`src/rtl/rgb_pwm_driver.sv`:
```
// rgb_pwm_driver
//
// Turns the 24-bit RGB colour word into three PWM pins for a common-cathode
// RGB LED. Channel values are captured into shadow duty registers only at
// the start of a PWM period, so a colour change never glitches mid-period.
// A period is 256 ticks; one tick is PRESCALE clock cycles.
//
// Optional feature: define RGB_PWM_SOFT_FADE_EN to make the duties step by
// one toward the target at each period start instead of jumping to it.
//
// Parameters:
//   PRESCALE      clock cycles per PWM tick (>= 1)
// Ports:
//   clk           system clock, rising edge
//   rst           synchronous active-high reset
//   enable        run/stop; low forces outputs low and clears the counters
//   light         target colour {R[23:16], G[15:8], B[7:0]}
//   pwm_r/g/b     registered PWM outputs
//   period_start  one-cycle pulse on the first cycle of each PWM period

module rgb_pwm_driver #(
  parameter int unsigned PRESCALE = 1
) (
  input  logic        clk,
  input  logic        rst,
  input  logic        enable,
  input  logic [23:0] light,
  output logic        pwm_r,
  output logic        pwm_g,
  output logic        pwm_b,
  output logic        period_start
);

  localparam int unsigned PreW = (PRESCALE > 1) ? $clog2(PRESCALE) : 1;
  localparam logic [PreW-1:0] PreMax = PreW'(PRESCALE - 1);

  logic [PreW-1:0]  pre_q, pre_d;
  logic [7:0]       cnt_q, cnt_d;
  // Index 2 = red, 1 = green, 0 = blue, matching the bit order of light.
  logic [2:0][7:0]  duty_q, duty_d;
  logic [2:0][7:0]  target;
  logic [2:0]       pwm_q, pwm_d;
  logic             period_start_q;
  logic             boundary;

`ifdef RGB_PWM_SOFT_FADE_EN
  function automatic logic [7:0] step_toward(input logic [7:0] cur, input logic [7:0] tgt);
    if (cur < tgt) begin
      return cur + 8'd1;
    end else if (cur > tgt) begin
      return cur - 8'd1;
    end
    return cur;
  endfunction
`endif

  assign target = light;

  always_comb begin
    boundary = enable && (cnt_q == 8'd0) && (pre_q == '0);

    pre_d = pre_q;
    cnt_d = cnt_q;
    if (!enable) begin
      pre_d = '0;
      cnt_d = '0;
    end else if (pre_q == PreMax) begin
      pre_d = '0;
      cnt_d = cnt_q + 8'd1;
    end else begin
      pre_d = pre_q + 1'b1;
    end

    duty_d = duty_q;
    pwm_d  = '0;
    for (int i = 0; i < 3; i++) begin
      if (boundary) begin
`ifdef RGB_PWM_SOFT_FADE_EN
        duty_d[i] = step_toward(duty_q[i], target[i]);
`else
        duty_d[i] = target[i];
`endif
      end
      // duty_d is the effective duty: the freshly loaded value on a boundary
      // cycle, otherwise the held shadow value.
      pwm_d[i] = enable && (cnt_q < duty_d[i]);
    end
  end

  always_ff @(posedge clk) begin
    if (rst) begin
      pre_q          <= '0;
      cnt_q          <= '0;
      duty_q         <= '0;
      pwm_q          <= '0;
      period_start_q <= 1'b0;
    end else begin
      pre_q          <= pre_d;
      cnt_q          <= cnt_d;
      duty_q         <= duty_d;
      pwm_q          <= pwm_d;
      period_start_q <= boundary;
    end
  end

  assign pwm_r        = pwm_q[2];
  assign pwm_g        = pwm_q[1];
  assign pwm_b        = pwm_q[0];
  assign period_start = period_start_q;

endmodule

```
`config.mk`:
```
export PLATFORM = sky130hd
export DESIGN_NAME = rgb_pwm_driver
export DESIGN_NICKNAME = d
export VERILOG_FILES = /design/src/rtl/rgb_pwm_driver.sv
export SDC_FILE = /design/constraint.sdc
export NUM_CORES = 1
export LEC_CHECK = 0
export CORE_MARGIN = 4
export CORE_UTILIZATION = 48
export DETAILED_ROUTE_END_ITERATION = 8
export GPL_ROUTABILITY_DRIVEN = 1
export PLACE_DENSITY = 0.75
export SLEW_MARGIN = 20
export SYNTH_ARGS = -nofsm -noshare
export SYNTH_HDL_FRONTEND = slang
export SYNTH_SLANG_ARGS = --single-unit
```
`constraint.sdc`:
```
create_clock -name clk -period 2.9 [get_ports clk]
set_input_delay 0.435 -clock clk [delete_from_list [all_inputs] [get_ports clk]]
set_output_delay 0.435 -clock clk [all_outputs]
set_load 0.01 [all_outputs]
```
==> results.txt, run 1 <==
Run status - complete, no violations
Area growth syn-to-layout - 32.7%
Ports - 31
Post-DP Area - 2460 um^2
Core Area - 4000 um^2
Post-DRT Antenna Nets - 0
CP Launch Type - register
Die area - 5240 um^2
Largest net degree at the start of global routing - 26
Layout net count - 304
Reg power frac - 46.7%
Clock Skew - 5.40 ps
Cells after synthesis - 201
Final HPWL DP - 3.11 mm
Worst EP arrival - 3000 ps
Die width - 72.4 um
Layout cells sized above 1 - 22.4%
Switch share - 25.2%
Ys async rst share - 0%
Port-buffer cells - 30
Design Power - 0.00116 W
Most common cell in the netlist - dfxtp_1
Yosys top cell by area - dfxtp_1
Max Cap Viol - 0
CTS tree - yes
Number of flops mapped to enable cells by yosys - 0
Synth cell count leaders - dfxtp_1 (37), nor2_1 (36), ha_1 (23)
N_diodes - 0
Share of the synthesized area in the top cell type - 37.2%
Post-route cell area - 2640 um^2
WP data required - 3130 ps
Pleak - 1.18 nW
Element type at the critical path end - register
Post-synthesis average cell area - 9.91 um^2
Worst ir drop on vdd - 0.340 mV
Final slew viol count - 0
Power Dens Cells - 439 nW/um^2
First DRT Iteration DRCs - 42
Cts bufs inserted - 5
Max Clock Freq - 0.361 GHz
Critical path class - register to register
Rows - 23
WL final - 4.32 mm
Avg Vias per Cell - 5.18
Grt total ovfl - 0
Final GP Congestion - 0.812
Vias in the first global route - 1606
Register bit total from synthesis - 37
Worst hold path class - register to register
Post-synthesis cell type count - 29
DRC violations left - 0
TNS Setup - 0 ps
Number of synthesis warnings - 0
Initial antenna violation count - 0
Synth area leaders - dfxtp_1 (37%), ha_1 (14%), mux2i_2 (11%)
# setup viols final - 0
Hold_buf cts - 0
Router iterations before antenna repair - 4
Longest Clk Path Bufs - 2
Crit-path max FO - 8
Initial Util - 49.8%
Die height - 72.4 um
Tmin final - 2770 ps
Worst-skew pair later-pin latency - 290 ps
Combinational Power Share - 18.6%
Rel. slew slack - 57.5%
Routed length per instance - 14.2 um
Switching pwr - 0.000292 W
First-pass GRT wire length - 7.03 mm
Fin util - 66.1%
Most used DFF post-synth - dfxtp_1
Tcrit/Tclk final - 95.6%
CTS root buf - clkbuf_8
Clock transition at path regs - 80 ps
Register area share after synthesis - 37.2%
Mapped cell area - 1990 um^2
Final hold violation count - 0
Slew @ Worst Pin - 638 ps
H-Tree Depth - 2
Mapped Nets - 251
GRT Util Overall - 17.2%
Routed via count - 1579
Int Power - 0.000867 W
Clk network pwr share - 34.7%
Clk sinks - 37
-- final cells by class --
type / instances / area, um^2
fillers: 346 / 1360
multi-input cells: 154 / 1240
clock inverters: 1 / 5.00
well taps: 50 / 62.6
flip-flops and latches: 37 / 741
repair buffers: 54 / 488
clock buffers: 7 / 96.3
inverters: 2 / 7.51
-- sequential cells by signal, summed over array words and instances (netlist names) --
register / flops
duty_q: 24
pre_q: 1
cnt_q: 8
pwm_q: 3
period_start: 1
-- power groups by stage --
stage	logic, W	clock network, W	registers [W]
after floorplan	0.000114	0	0.000555
after global placement	0.000196	0	0.000553
after global routing	0.000237	0.000432	0.000544
after detailed placement	0.000201	0	0.000553
after CTS	0.000208	0.000412	0.000542
final	0.000215	0.000402	0.000541
-- kinds of logic (layout without fill, tap and decap cells) --
group	after synthesis	in the layout	share of synthesized area, %
buffers and inverters	10	64	3.89
adders and majority gates	23	23	14.4
AOI/OAI and AO/OA	24	24	7.54
other	1	1	0.188
DFF	37	37	37.2
xor gates and xnor gates	7	7	3.08
muxes	25	25	15.6
and+or+nand+nor	74	74	18.1
-- layer usage --
metal	vias to the layer above	GRT usage, %	share of wire, %	wire [um]
li1	803	-	-	-
met1	731	21.6	47	2040
met2	36	28.3	46	2000
met3	9	3.32	4.0	174
met4	0	7.79	2.5	109
met5	-	0	0	0
-- critical path, stage by stage, from the launching register on --
cell       delay [ps]
dfxtp_1           310
or4_4             540
or3_4             390
buf_6             170
mux2i_2           210
ha_1              270
a21o_1            190
a2111oi_4         380
nand2_1           120
o21ai_2           120
-- path summary, 6_finish.rpt --
path | from | end | slack, ps | cells past startpoint
max | cnt_q[3]$_SDFFE_PP0N_ | pwm_q[0]$_SDFF_PP0_ | 130 | 9
min | duty_q[0]$_SDFF_PP0_ | duty_q[0]$_SDFF_PP0_ | 500 | 2
max reg2reg | cnt_q[3]$_SDFFE_PP0N_ | pwm_q[0]$_SDFF_PP0_ | 130 | 9
min reg2reg | duty_q[0]$_SDFF_PP0_ | duty_q[0]$_SDFF_PP0_ | 500 | 2
-- cell usage in the layout (no fill, tap or decap), types with 7 or more instances in the layout --
| cell | n |
|---|---|
| dfxtp_1 | 37 |
| nor2_1 | 36 |
| clkdlybuf4s50_1 | 30 |
| ha_1 | 23 |
| buf_4 | 22 |
| mux2i_2 | 17 |
| mux2i_1 | 8 |
| nand2b_1 | 7 |
| nand3_1 | 7 |
| clkbuf_8 | 7 |
-- repair_timing --
action | in CTS | in global routing
pin swaps | 0 | 1
setup buffers | 0 | 1
setup endpoints to repair | 3 | 3
gates resized for setup | 8 | 8
-- metrics by stage --
stage / setup WS (ps) / hold WS (ps) / instances
6_report: 127 / 499 / 305
5_1_grt: -6.40 / 513 / 305
4_1_cts: 2.42 / 507 / 304
3_5_place_dp: -316 / 489 / 296
3_3_place_gp: -215 / 479 / 296
2_1_floorplan: 5.54 / 465 / 201
No activity file was read; power rests on OpenSTA's default activity.
==> inputs of run 2 (changes only) <==
CORE_UTILIZATION = 53   (was 48)
PLACE_DENSITY = 0.79   (was 0.75)
clock period = 2.85 ns   (was 2.9 ns; I/O delays follow)
==> results.txt, run 2 (synthesis gave the netlist of run 1 again) <==
Layout cells sized above 1 - 19.3% (-3.1 points)
R2R Setup Slk - 90 ps (-30 ps)
Initial Util - 54.8% (+5.0 points)
Final GP Congestion - 0.924 (+14%)
Reg2Reg Launch Point - cnt_q[7]$_SDFFE_PP0N_
Most common cell after layout, fill and taps aside - dfxtp_1
Reg-to-reg endpoint - pwm_q[0]$_SDFF_PP0_
Grt total ovfl - 0 (unchanged)
Longest Clk Path Bufs - 2 (unchanged)
Die height - 69.3 um (-4.3%)
Rel. slew slack - 56.4% (-1.1 points)
Hold_buf cts - 0 (unchanged)
Cts bufs inserted - 5 (unchanged)
Tmin final - 2760 ps (-17.7 ps)
Worst EP arrival - 2970 ps (-30 ps)
Layout net count - 298 (-2.0%)
Critical path class - register to register
Largest net degree at the start of global routing - 26 (unchanged)
Core Area - 3630 um^2 (-9.2%)
CTS tree - yes
Max Clock Freq - 0.363 GHz (+0.64%)
Avg Vias per Cell - 5.30 (+2.4%)
Most flop-heavy register - duty_q
Final HPWL DP - 3.19 mm (+2.6%)
Final hold violation count - 0 (unchanged)
Worst-skew pair later-pin latency - 280 ps (about the same)
DRC violations left - 0 (unchanged)
Tcrit/Tclk final - 96.7% (+1.1 points)
Initial antenna violation count - 0 (unchanged)
First DRT Iteration DRCs - 49 (+17%)
Largest regs - duty_q x24, cnt_q x8, pwm_q x3
WHS Endpoint - duty_q[6]$_SDFF_PP0_
# setup viols final - 0 (unchanged)
CP Launch Type - register
N_diodes - 0 (unchanged)
Power Dens Cells - 429 nW/um^2 (-2.1%)
Run status - complete, no violations
Element type at the critical path end - register
Commonest non-fill, non-tap cells in the layout - dfxtp_1 (37), nor2_1 (36), clkdlybuf4s50_1 (30), ha_1 (23), mux2i_2 (18)
Slew @ Worst Pin - 653 ps (+15.9 ps)
Worst hold path class - register to register
Hold_sp - duty_q[6]$_SDFF_PP0_
WP data required - 3060 ps (-70 ps)
Clock Skew - 3.84 ps (-1.57 ps)
Max Cap Viol - 0 (unchanged)
Ports - 31 (unchanged)
Area growth syn-to-layout - 29.6%
Max reg flops - 24 (unchanged)
Crit-path max FO - 16 (+8)
Port-buffer cells - 30 (unchanged)
Hold depth - 2 (unchanged)
Worst reg-to-reg path cell count - 9 (unchanged)
Routed length per instance - 14.0 um (-0.99%)
H-Tree Depth - 2 (unchanged)
Post-DRT Antenna Nets - 0 (unchanged)
GRT Util Overall - 18.0% (+0.80 points)
Worst ir drop on vdd - 0.269 mV (-21%)
Worst Slack Setup Final - 94.9 ps (-32.3 ps)
Die area - 4800 um^2 (-8.4%)
CTS root buf - clkbuf_8
Rows - 22 (-4.3%)
WL final - 4.17 mm (-3.6%)
Routed via count - 1574 (-0.32%)
First-pass GRT wire length - 6.93 mm (-1.4%)
Pre-CTS setup slack - -246 ps (+69.7 ps)
RSZ-0062 raised after global routing - no
Final slew viol count - 0 (unchanged)
Pleak - 1.13 nW (-3.7%)
Vias in the first global route - 1550 (-3.5%)
Die width - 69.3 um (-4.3%)
Clk sinks - 37 (unchanged)
Router iterations before antenna repair - 4 (unchanged)
Clock transition at path regs - 70 ps (about the same)
Design Power - 0.00111 W (-4.3%)
-- run 2: cell type report --
| class | count | area [um^2] |
|---|---|---|
| well taps | 48 | 60.1 |
| fillers | 293 | 1050 |
| inverters | 2 | 7.51 |
| repair buffers | 48 | 452 |
| flip-flops and latches | 37 | 741 |
| clock buffers | 8 | 80.1 |
| multi-input cells | 154 | 1240 |
-- run 2: worst max-delay path by stage --
stage          depth (start not counted)                  start                   to
5_1_grt                                9  cnt_q[7]$_SDFFE_PP0N_  pwm_q[0]$_SDFF_PP0_
4_1_cts                               10  cnt_q[3]$_SDFFE_PP0N_  pwm_q[2]$_SDFF_PP0_
3_3_place_gp                          10                 enable  pwm_q[1]$_SDFF_PP0_
3_5_place_dp                          10                 enable  pwm_q[1]$_SDFF_PP0_
6_report                               9  cnt_q[7]$_SDFFE_PP0N_  pwm_q[0]$_SDFF_PP0_
2_1_floorplan                         10  cnt_q[3]$_SDFFE_PP0N_  pwm_q[2]$_SDFF_PP0_
-- run 2: repair_timing --
item                                    4_1_cts  5_1_grt
resized for setup                             5        8
pin swaps                                     0        6
endpoints found under the setup margin        3        3
gates cloned                                  0        0
setup buffers                                 0        0
-- run 2: stage by stage --
step / hold slack (ps) / util (%) / cells / TNS (ps) / cell area, um^2
6_report: 496 / 71.1 / 297 / 0 / 2580
5_1_grt: 516 / 71.1 / 297 / 0 / 2580
2_1_floorplan: 465 / - / 201 / 0 / 2010
3_5_place_dp: 487 / 67.6 / 290 / -699 / 2460
4_1_cts: 502 / 70.7 / 298 / 0 / 2570
3_3_place_gp: 484 / 67.6 / 290 / -410 / 2460
-- run 2: worst max-delay path: stages (launching register included) --
cell       delay [ps]
dfxtp_1           310
or3_2             500
or3_4             410
buf_12            180
mux2i_2           210
ha_1              270
a21o_1            190
a2111oi_4         380
o21ai_1           140
o21ai_1           100
-- run 2: power breakdown --
| group | internal [W] | total [W] | switching, W |
|---|---|---|---|
| clock | 0.000174 | 0.000344 | 0.000170 |
| combinational | 0.000118 | 0.000214 | 0.0000957 |
| sequential | 0.000542 | 0.000551 | 0.00000950 |
| total | 0.000834 | 0.00111 | 0.000275 |
-- run 2: metal layers --
metal / wire length (um) / vias to the layer above / global-route usage [%]
li1: - / 794 / -
met1: 1850 / 745 / 20.3
met2: 2100 / 29 / 31.6
met3: 168 / 6 / 5.65
met4: 57 / 0 / 6.29
met5: 0 / - / 0
